$ cat config.mk
export PLATFORM = sky130hd
export DESIGN_NAME = pipe_ctrl_flat
export DESIGN_NICKNAME = d
export VERILOG_FILES = /design/src/rtl/pipe_ctrl_if.sv /design/src/rtl/pipe_ctrl.sv /design/src/flat_wrapper.sv
export SDC_FILE = /design/constraint.sdc
export NUM_CORES = 1
export LEC_CHECK = 0
export CORE_ASPECT_RATIO = 0.8
export CORE_MARGIN = 4
export CORE_UTILIZATION = 27
export DETAILED_ROUTE_END_ITERATION = 6
export PLACE_DENSITY = 0.95
export SLEW_MARGIN = 20
export SYNTH_ARGS = -nofsm -noshare
export SYNTH_HDL_FRONTEND = slang
export SYNTH_SLANG_ARGS = --single-unit
export TNS_END_PERCENT = 10
$ cat constraint.sdc
create_clock -name clk -period 2 [get_ports clk]
set_input_delay 0.2 -clock clk [delete_from_list [all_inputs] [get_ports clk]]
set_output_delay 0.2 -clock clk [all_outputs]
set_load 0.01 [all_outputs]
$ cat src/rtl/pipe_ctrl_if.sv
// rtl/pipe_ctrl_if.sv - Stall/flush control bundle between the pipeline and pipe_ctrl
//
// Purpose: groups the stall requests, exception requests and the resulting
// stall/flush controls into one interface.
// Modports:
//   master - pipeline side: drives requests, receives stall/flush controls
//   slave  - pipe_ctrl side: receives requests, drives stall/flush controls
// Signals:
//   stallreq_id/exe/mem  stage stall requests
//   exc_req, exc_eret    MEM-stage exception / ERET request
//   cp0_epc[31:0]        current EPC, used as ERET redirect target
//   stall[5:0]           per-stage stall vector (bit0 PC .. bit5 WB)
//   flush                single-cycle flush of all pipeline registers
//   flush_pc[31:0]       redirect PC while flush=1
//   exc_taken            registered copy of flush
//   busy                 pipeline is draining after a flush
// Optional (PIPE_CTRL_STALL_STAT_EN): stat_stall_cycles, stat_flush_count.

interface pipe_ctrl_if;
  logic        stallreq_id;
  logic        stallreq_exe;
  logic        stallreq_mem;
  logic        exc_req;
  logic        exc_eret;
  logic [31:0] cp0_epc;
  logic [5:0]  stall;
  logic        flush;
  logic [31:0] flush_pc;
  logic        exc_taken;
  logic        busy;
`ifdef PIPE_CTRL_STALL_STAT_EN
  logic [31:0] stat_stall_cycles;
  logic [31:0] stat_flush_count;
`endif

  modport master (
    output stallreq_id, stallreq_exe, stallreq_mem, exc_req, exc_eret, cp0_epc,
`ifdef PIPE_CTRL_STALL_STAT_EN
    input  stat_stall_cycles, stat_flush_count,
`endif
    input  stall, flush, flush_pc, exc_taken, busy
  );

  modport slave (
    input  stallreq_id, stallreq_exe, stallreq_mem, exc_req, exc_eret, cp0_epc,
`ifdef PIPE_CTRL_STALL_STAT_EN
    output stat_stall_cycles, stat_flush_count,
`endif
    output stall, flush, flush_pc, exc_taken, busy
  );
endinterface

$ cat src/rtl/pipe_ctrl.sv
// rtl/pipe_ctrl.sv - Pipeline stall and flush controller for the five-stage MIPS32 core
//
// Purpose: converts ID/EXE/MEM stall requests into a per-stage stall vector,
// and MEM-stage exception/ERET requests into a one-cycle flush plus PC
// redirect. After a flush a drain FSM holds off further exceptions for
// DRAIN_CYCLES cycles while the pipeline refills.
// Ports:
//   clk    clock, rising edge
//   rst_n  asynchronous active-low reset
//   bus    pipe_ctrl_if.slave (requests in, stall/flush controls out)
// Parameters:
//   EXC_VECTOR    exception redirect target
//   DRAIN_CYCLES  cycles spent in DRAIN after a flush (1..15)
// Optional feature macro: PIPE_CTRL_STALL_STAT_EN adds the free-running
// stall-cycle and flush-count statistics counters.

module pipe_ctrl #(
  parameter logic [31:0] EXC_VECTOR   = 32'hBFC00380,
  parameter int unsigned DRAIN_CYCLES = 2
) (
  input  logic      clk,
  input  logic      rst_n,
  pipe_ctrl_if.slave bus
);

  typedef enum logic [0:0] {
    ST_IDLE  = 1'b0,
    ST_DRAIN = 1'b1
  } state_e;

  localparam logic [3:0] DRAIN_LOAD = 4'(DRAIN_CYCLES - 1);

  state_e      state_q, state_d;
  logic [3:0]  cnt_q, cnt_d;
  logic        exc_taken_q, exc_taken_d;

  logic        exc_accept;
  logic [5:0]  stall_req_vec;
  logic [5:0]  stall_vec;
  logic [31:0] flush_pc_vec;

  // Highest requesting stage wins: stalling a stage also stalls everything
  // upstream of it.
  always_comb begin
    stall_req_vec = 6'b000000;
    if (bus.stallreq_mem) begin
      stall_req_vec = 6'b011111;
    end else if (bus.stallreq_exe) begin
      stall_req_vec = 6'b001111;
    end else if (bus.stallreq_id) begin
      stall_req_vec = 6'b000111;
    end
  end

  // Drain FSM. An exception is only accepted in IDLE and never while MEM is
  // waiting on the data bus, so the excepting instruction is not torn out of
  // a pending bus transaction.
  always_comb begin
    state_d    = state_q;
    cnt_d      = cnt_q;
    exc_accept = 1'b0;
    case (state_q)
      ST_IDLE: begin
        if (bus.exc_req && !bus.stallreq_mem) begin
          exc_accept = 1'b1;
          state_d    = ST_DRAIN;
          cnt_d      = DRAIN_LOAD;
        end
      end
      ST_DRAIN: begin
        if (cnt_q == 4'd0) begin
          state_d = ST_IDLE;
        end else begin
          cnt_d = cnt_q - 4'd1;
        end
      end
      default: begin
        state_d = ST_IDLE;
        cnt_d   = 4'd0;
      end
    endcase
  end

  // Flush overrides stall: the flushed registers must load bubbles, not hold.
  always_comb begin
    stall_vec    = exc_accept ? 6'b000000 : stall_req_vec;
    flush_pc_vec = 32'h0;
    if (exc_accept) begin
      flush_pc_vec = bus.exc_eret ? bus.cp0_epc : EXC_VECTOR;
    end
  end

  assign exc_taken_d = exc_accept;

  always_ff @(posedge clk or negedge rst_n) begin
    if (!rst_n) begin
      state_q     <= ST_IDLE;
      cnt_q       <= 4'd0;
      exc_taken_q <= 1'b0;
    end else begin
      state_q     <= state_d;
      cnt_q       <= cnt_d;
      exc_taken_q <= exc_taken_d;
    end
  end

  assign bus.stall     = stall_vec;
  assign bus.flush     = exc_accept;
  assign bus.flush_pc  = flush_pc_vec;
  assign bus.exc_taken = exc_taken_q;
  assign bus.busy      = (state_q == ST_DRAIN);

`ifdef PIPE_CTRL_STALL_STAT_EN
  logic [31:0] stat_stall_q, stat_stall_d;
  logic [31:0] stat_flush_q, stat_flush_d;

  // Both counters wrap naturally at 32 bits.
  always_comb begin
    stat_stall_d = stat_stall_q;
    stat_flush_d = stat_flush_q;
    if (stall_vec != 6'b000000) begin
      stat_stall_d = stat_stall_q + 32'd1;
    end
    if (exc_accept) begin
      stat_flush_d = stat_flush_q + 32'd1;
    end
  end

  always_ff @(posedge clk or negedge rst_n) begin
    if (!rst_n) begin
      stat_stall_q <= 32'd0;
      stat_flush_q <= 32'd0;
    end else begin
      stat_stall_q <= stat_stall_d;
      stat_flush_q <= stat_flush_d;
    end
  end

  assign bus.stat_stall_cycles = stat_stall_q;
  assign bus.stat_flush_count  = stat_flush_q;
`endif

endmodule

$ cat src/flat_wrapper.sv
// flat-port wrapper written by rule: the top's interface ports become plain ports
module pipe_ctrl_flat 
#(
  parameter logic [31:0] EXC_VECTOR   = 32'hBFC00380,
  parameter int unsigned DRAIN_CYCLES = 2
)
  (clk, rst_n, bus_stallreq_id, bus_stallreq_exe, bus_stallreq_mem, bus_exc_req, bus_exc_eret, bus_cp0_epc, bus_stall, bus_flush, bus_flush_pc, bus_exc_taken, bus_busy);
  pipe_ctrl_if bus_i ();
  input  logic clk;
  input  logic rst_n;
  input wire logic [$bits(bus_i.stallreq_id)-1:0] bus_stallreq_id;
  input wire logic [$bits(bus_i.stallreq_exe)-1:0] bus_stallreq_exe;
  input wire logic [$bits(bus_i.stallreq_mem)-1:0] bus_stallreq_mem;
  input wire logic [$bits(bus_i.exc_req)-1:0] bus_exc_req;
  input wire logic [$bits(bus_i.exc_eret)-1:0] bus_exc_eret;
  input wire logic [$bits(bus_i.cp0_epc)-1:0] bus_cp0_epc;
  output wire logic [$bits(bus_i.stall)-1:0] bus_stall;
  output wire logic [$bits(bus_i.flush)-1:0] bus_flush;
  output wire logic [$bits(bus_i.flush_pc)-1:0] bus_flush_pc;
  output wire logic [$bits(bus_i.exc_taken)-1:0] bus_exc_taken;
  output wire logic [$bits(bus_i.busy)-1:0] bus_busy;
  assign bus_i.stallreq_id = bus_stallreq_id;
  assign bus_i.stallreq_exe = bus_stallreq_exe;
  assign bus_i.stallreq_mem = bus_stallreq_mem;
  assign bus_i.exc_req = bus_exc_req;
  assign bus_i.exc_eret = bus_exc_eret;
  assign bus_i.cp0_epc = bus_cp0_epc;
  assign bus_stall = bus_i.stall;
  assign bus_flush = bus_i.flush;
  assign bus_flush_pc = bus_i.flush_pc;
  assign bus_exc_taken = bus_i.exc_taken;
  assign bus_busy = bus_i.busy;
  pipe_ctrl #(.EXC_VECTOR(EXC_VECTOR), .DRAIN_CYCLES(DRAIN_CYCLES)) u_core (.clk(clk), .rst_n(rst_n), .bus(bus_i));
endmodule
After elaboration in Yosys (flattened, before gate mapping)
Cells that the tools add are included. Widths: inputs -> output; s select.

Register bits: 6. Output and inout port bits: 41. Input bits: 39.

Reduce and logical (&&, ||, !) cells: 4. Bitwise gates (word level): 1. Multiplexer cells: 13. $add $sub $neg: 1. Equality and inequality tests: 2.

Operators with widths (count): $mux 32 (2); $mux 6 (3); $mux 4 (2); $pmux 4 s2 (1); $logic_not 4->1 (1); $sub 4x1->4 const B (1); $mux 1 (3); $mux 3 (1); $ne 2x1->1 const B (1); $ne 2x2->1 const B (1); $pmux 1 s2 (1); $reduce_and 2->1 (1); $logic_and 1x1->1 (1); $logic_not 1->1 (1); $not 1->1 (1).

Longest topological paths before layout
Gate-level depths: netlist of the first run.

Word-level depth: 5. Depth in mapped cells: 6.

Worst setup path after synthesis of the first run
Ideal clock, no wire load.

Path kind: register to output. Start point: register u_core.state_q, in the netlist u_core.bus.busy. End point: output port bus_flush_pc[22]. Setup slack: 466 ps. Stages on the path, launching flop included: 5. Arrival: 1334 ps. Cells stage by stage: dfrtp_1 -> or3b_1 -> buf_6 -> buf_2 -> a21oi_1.

Longest elaborated chain between the ends: 2.

RTL lines: start: declaration (line pipe_ctrl.sv:33) `state_e state_q, state_d;`; start signal: assignment (line pipe_ctrl.sv:101) `state_q <= state_d;`; $mux 1 (line pipe_ctrl.sv:62) `case (state_q)`; $mux 32 (line pipe_ctrl.sv:88) `if (exc_accept) begin`; end: declaration (line flat_wrapper.sv:19) `output wire logic [$bits(bus_i.flush_pc)-1:0] bus_flush_pc;`.

No other way between the ends.

Worst setup path in the final report of the first run
Start point: input port bus_exc_req. End point: output port bus_flush.

Longest elaborated chain between the ends: 3.

RTL lines: start: declaration (line flat_wrapper.sv:14) `input wire logic [$bits(bus_i.exc_req)-1:0] bus_exc_req;`; $logic_and 1x1->1 (line pipe_ctrl.sv:64) `if (bus.exc_req && !bus.stallreq_mem) begin`; $mux 1 (line pipe_ctrl.sv:64); $mux 1 (line pipe_ctrl.sv:62); end: declaration (line flat_wrapper.sv:18) `output wire logic [$bits(bus_i.flush)-1:0] bus_flush;`.

No other way between the ends.

==> impl_metrics.py, run 1 <==
metrics = {
    "status": {
        "status": "finished clean",
    },
    "layout": {
        "antennaDiodeCount": 0,
        "syn_to_final_growth_pct": 127,
        "layout-drive-gt1-share": 0.0741,
        "mostFrequentLayoutCell": "clkdlybuf4s50_1",
        "mostFrequentLayoutCells": "clkdlybuf4s50_1 (43), dlygate4sd2_1 (34), and3_1 (20), inv_1 (14), a21oi_1 (12)",
        "nNetsFinal": 204,
    },
    "yosys": {
        "synthCells": 86,
        "ys_ff_latch": 6,
        "syn-num-nets": 126,
        "synthesis.area_um2": 621,
        "syn_area_per_cell_um2": 7.22,
        "synthTopCellsByArea": "dfrtp_1 (24%), and3_1 (20%), a21oi_1 (9.7%)",
        "synth.top_cell.area_share": 0.242,
        "ys_seq_area_frac": 0.242,
        "ys_warn_count": 0,
        "synth_top_area_cell": "dfrtp_1",
        "ys_types": 24,
    },
    "place": {
        "place.gp.congestion": 0.816,
        "port_buffers": 78,
        "pre_cts_slack_ns": -0.248,
        "hpwl_um": 2250,
    },
    "timing": {
        "setup_viol": 0,
        "hold_violations": 0,
        "timing.final.ws_setup_ns": 0.0457,
        "finalCritPeriodShare": 0.977,
        "slew_headroom": 0.668,
        "worstMarginPinSlew_ns": 0.493,
        "finalCriticalPeriod_ns": 1.95,
        "fmax_ghz": 0.512,
        "drv_slew": 0,
        "fin_worst_skew_ns": 0.00299,
        "whs_ns": 0.196,
        "grt_setup_unrepaired": "no",
    },
    "clocking": {
        "post_cts_buffers": 0,
        "cts-hold-fix-buffers": 0,
        "cts_sinks": 6,
        "cts_tree": "built",
        "cts_buffers": 3,
        "clock-root-buffer": "clkbuf_4",
        "htree_levels": 1,
        "clock_latency_ns": 0.25,
        "clockBufferDepth": 2,
        "clk_pin_slew_ns": 0.05,
    },
    "grt": {
        "gr-total-overflow": 0,
        "antenna_found_initial": 0,
        "grt_pass1_vias": 915,
        "track_usage": 0.178,
        "grt_pass1_wl_um": 4190,
        "grt_start_max_net_pins": 33,
    },
    "floorplan": {
        "fp-row-count": 15,
        "die_y_um": 50.9,
        "io_pins": 80,
        "die_area_um2": 3130,
        "core_area_um2": 2180,
        "die_x_um": 61.6,
        "initial_core_util": 0.285,
    },
    "min_path": {
        "hp-class": "primary input to asynchronous set/reset pin",
    },
    "worst_setup_path": {
        "cp.arrival_ns": 1.75,
        "cp_num_buf_inv": 3,
        "worstPathCellList": "clkdlybuf4s50_1, or3b_4, clkinv_8, clkdlybuf4s50_1",
        "reg2reg_depth": 5,
        "slowest_stage": "clkdlybuf4s50_1",
        "endpoint_kind": "output pin",
        "r2r_setup_slack_ns": 0.53,
        "crit_fanout": 22,
        "criticalPathCategory": "primary input to output pin",
        "critPathTopFamily": "buffers and inverters",
        "worst_setup_path_start_kind": "primary input",
        "worst_path_most_repeated_cell": "clkdlybuf4s50_1",
        "crit_required_ns": 1.80,
        "crit_path_max_incr_delay_ns": 0.54,
        "cp_num_cells": 4,
    },
    "route": {
        "via_count": 885,
        "drcViolationCount": 0,
        "final_antenna_net_count": 0,
        "wl_per_cell_um": 14.7,
        "vias_per_cell": 4.73,
        "firstDrtPassIters": 4,
        "drt_iter0_drc": 30,
        "wl_um": 2750,
    },
    "power_and_ir_drop": {
        "leakage_uw": 0.000857,
        "peakVddDrop_mv": 0.576,
        "power_density_nw_per_um2": 623,
    },
    "job": {
        "maxCapViolCount": 0,
    },
}
-- path summary, 6_finish.rpt --
| kind | from | to |
|---|---|---|
| max reg2reg | u_core.cnt_q[0] | u_core.cnt_q[1] |
| max | bus_exc_req | bus_flush |
| min in group clk | u_core.cnt_q[0] | u_core.cnt_q[0] |
| min reg2reg | u_core.cnt_q[0] | u_core.cnt_q[0] |
| max in group asynchronous | rst_n | u_core.cnt_q[1] |
| min | rst_n | u_core.cnt_q[2] |
-- through the flow --
step	total power (µW)	cell area (µm²)	util	instances	setup TNS [ns]
6_report	876	1410	0.646	187	0
5_1_grt	943	1410	0.646	187	0
4_1_cts	882	1400	0.643	187	-0.113
3_5_place_dp	790	1410	0.648	184	-6.03
3_3_place_gp	760	1410	0.648	184	-5.04
2_1_floorplan	502	621	-	86	0
-- registers in the layout, summed over array words and instances, names as in the netlist --
name and count:
u_core.cnt_q 4, u_core.bus.busy 1, u_core.bus.exc_taken 1
-- area by class of cell --
cell class / instances / area [µm²]
clock buffer: 3 / 22.5
fill: 193 / 771
inverter: 15 / 68.8
multi-input combinational: 54 / 332
sequential: 6 / 150
tap: 25 / 31.3
timing repair buffer: 84 / 802
-- cell families (layout without fill, tap and decap cells) --
group | after synthesis | count (layout) | share of synthesized area
simple gates | 33 | 33 | 0.323
buf+inv | 26 | 102 | 0.228
compound gates | 17 | 17 | 0.149
flops | 6 | 6 | 0.242
mux | 2 | 2 | 0.0323
fa+ha+maj | 1 | 1 | 0.0202
other cells | 1 | 1 | 0.00604
-- worst register-to-register path, delay by kind of cell, from the launching register on --
kind                     cells  cell delay, ns
AO/OA/AOI/OAI                1            0.41
AND/OR/NAND/NOR              1            0.07
adder cells (fa/ha/maj)      1            0.16
flip-flops                   1            0.42
multiplexers                 1            0.24
buffers and inverters        1            0.08
-- synthesized netlist by cell type --
library cell / instances
nand2_1: 4
buf_6: 2
o211ai_1: 1
nor3_1: 1
or3b_1: 1
nand3_1: 1
a21oi_1: 12
buf_2: 1
nand4b_1: 1
conb_1: 1
ha_1: 1
buf_8: 1
nand3b_1: 1
mux2i_1: 2
buf_4: 3
inv_1: 14
and3_1: 20
nor2_2: 1
o21ai_0: 2
a21o_1: 2
nand2b_1: 3
clkbuf_1: 4
dfrtp_1: 6
clkinv_4: 1
-- power breakdown --
part,internal [µW],total [µW],switching [µW]
Clock,68.0,114,46.3
Combinational,294,542,249
Sequential,173,219,45.8
-- repair_timing --
action	in CTS	in global routing
setup endpoints to repair	36	4
cloned	0	0
pin swaps	0	0
gates resized for setup	36	2
-- per-layer routing --
layer | routed length [µm] | vias up | GRT usage
li1 | - | 434 | -
met3 | 220 | 6 | 0.0530
met4 | 51 | 0 | 0.0707
met2 | 1430 | 50 | 0.293
met1 | 1040 | 395 | 0.214
met5 | 0 | - | 0
(Power assumes the default switching activity.)
==> run 2, diff against run 1 <==
--- a/config.mk
+++ b/config.mk
@@ -5,8 +5,8 @@
 export SDC_FILE = /design/constraint.sdc
 export NUM_CORES = 1
 export LEC_CHECK = 0
+export ABC_AREA = 0
 export CORE_ASPECT_RATIO = 0.8
-export CORE_MARGIN = 4
 export CORE_UTILIZATION = 27
 export DETAILED_ROUTE_END_ITERATION = 6
 export PLACE_DENSITY = 0.95
==> impl_metrics.py, run 2 (synthesis gave the netlist of run 1 again) <==
metrics = {
    "route": {
        "drcViolationCount": 0,
        "drt_iter0_drc": 7,
        "firstDrtPassIters": 4,
        "wl_per_cell_um": 13.5,
        "via_count": 873,
        "vias_per_cell": 4.64,
        "wl_um": 2530,
        "final_antenna_net_count": 0,
    },
    "power_and_ir_drop": {
        "swShare": 0.382,
        "p_int_uw": 533,
        "seq_power_share": 0.253,
        "peakVddDrop_mv": 0.538,
        "power.total_uw": 863,
        "combPwrFrac": 0.618,
        "power_density_nw_per_um2": 609,
        "p_sw_uw": 330,
        "clock_power_share": 0.128,
        "leakage_uw": 0.000923,
    },
    "layout": {
        "fin_util": 0.656,
        "syn_to_final_growth_pct": 128,
        "mostFrequentLayoutCells": "clkdlybuf4s50_1 (43), dlygate4sd2_1 (29), and3_1 (20), inv_1 (14), a21oi_1 (12)",
        "mostFrequentLayoutCell": "clkdlybuf4s50_1",
        "antennaDiodeCount": 0,
        "regMostFlops": "u_core.cnt_q",
        "nNetsFinal": 205,
        "layout-drive-gt1-share": 0.0798,
        "largest_register_ffs": 4,
    },
    "grt": {
        "track_usage": 0.181,
        "gr-total-overflow": 0,
        "grt_pass1_wl_um": 3460,
        "grt_pass1_vias": 756,
        "antenna_found_initial": 0,
        "grt_start_max_net_pins": 23,
    },
    "worst_setup_path": {
        "crit_required_ns": 1.80,
        "criticalPathCategory": "primary input to output pin",
        "worstPathCellList": "clkdlybuf4s50_1, or3b_4, clkinv_8, clkdlybuf4s50_1",
        "crit_fanout": 22,
        "worst_setup_path_start_kind": "primary input",
        "slowest_stage": "clkdlybuf4s50_1",
        "r2r_setup_slack_ns": 0.55,
        "crit_path_max_incr_delay_ns": 0.54,
        "cp.arrival_ns": 1.76,
        "endpoint_kind": "output pin",
        "worst_path_most_repeated_cell": "clkdlybuf4s50_1",
    },
    "clocking": {
        "clk_pin_slew_ns": 0.04,
        "clock-root-buffer": "clkbuf_4",
        "cts_tree": "built",
        "clock_latency_ns": 0.24,
        "htree_levels": 1,
        "cts_buffers": 3,
        "cts-hold-fix-buffers": 0,
        "clockBufferDepth": 2,
        "post_cts_buffers": 0,
        "cts_sinks": 6,
    },
    "job": {
        "maxCapViolCount": 0,
    },
    "floorplan": {
        "io_pins": 80,
        "initial_core_util": 0.288,
        "die_area_um2": 2500,
        "die_y_um": 44.9,
        "die_x_um": 55.6,
        "fp-row-count": 15,
        "core_area_um2": 2160,
    },
    "timing": {
        "finalCriticalPeriod_ns": 1.96,
        "fin_worst_skew_ns": 0.00128,
        "hold_violations": 0,
        "timing.final.ws_setup_ns": 0.0434,
        "grt_setup_unrepaired": "no",
        "setup_viol": 0,
        "finalCritPeriodShare": 0.978,
        "fmax_ghz": 0.511,
        "setup_tns_ns": 0,
        "drv_slew": 0,
    },
    "place": {
        "pre_cts_slack_ns": -0.221,
        "hpwl_um": 2000,
        "port_buffers": 78,
        "place.gp.congestion": 0.702,
    },
    "min_path": {
        "hp-class": "primary input to asynchronous set/reset pin",
    },
    "status": {
        "status": "finished clean",
    },
}
run 2: metal layers:
metal,up-vias,global-route usage,routed length (µm)
met5,-,0,0
met4,0,0.0600,35
met3,4,0.0458,179
met2,48,0.345,1330
met1,388,0.202,990
li1,433,-,-
run 2: timing repair:
action / CTS / global route
endpoints found under the setup margin: 36 / 6
resized for setup: 31 / 6
gates cloned: 0 / 0
run 2: worst max-delay path: cells and delay by family:
family,cells,cell delay [ns]
buf+inv,3,1.11
simple gates,1,0.43
run 2: area by class of cell:
cell class / count / area, µm²
tap: 25 / 31.3
fill: 185 / 742
inverter: 15 / 68.8
multi-input combinational: 54 / 332
timing repair buffer: 85 / 812
sequential: 6 / 150
clock buffer: 3 / 22.5
run 2: worst paths after layout:
kind,start,end,depth (start not counted)
max in group asynchronous,rst_n,u_core.cnt_q[3],1
min in group clk,u_core.cnt_q[0],u_core.cnt_q[0],1
worst min register to register,u_core.cnt_q[0],u_core.cnt_q[0],1
worst max register to register,u_core.cnt_q[0],u_core.cnt_q[1],5
worst max-delay path,bus_exc_req,bus_flush,4
worst min-delay path,rst_n,u_core.bus.exc_taken,1
run 2: per-stage QoR:
step | instance area (µm²) | cells | hold slack [ns]
final | 1420 | 188 | 0.200
after global routing | 1420 | 188 | 0.214
after CTS | 1400 | 188 | 0.204
after detailed placement | 1410 | 185 | 0.465
after global placement | 1410 | 185 | 0.453
after floorplan | 621 | 86 | -0.0956
run 2: power by group through the flow:
stage	clock network, µW	registers [µW]	logic, µW
2_1_floorplan	0	223	279
5_1_grt	120	224	588
3_5_place_dp	0	215	565
3_3_place_gp	0	213	543
4_1_cts	115	215	538
6_report	111	219	533
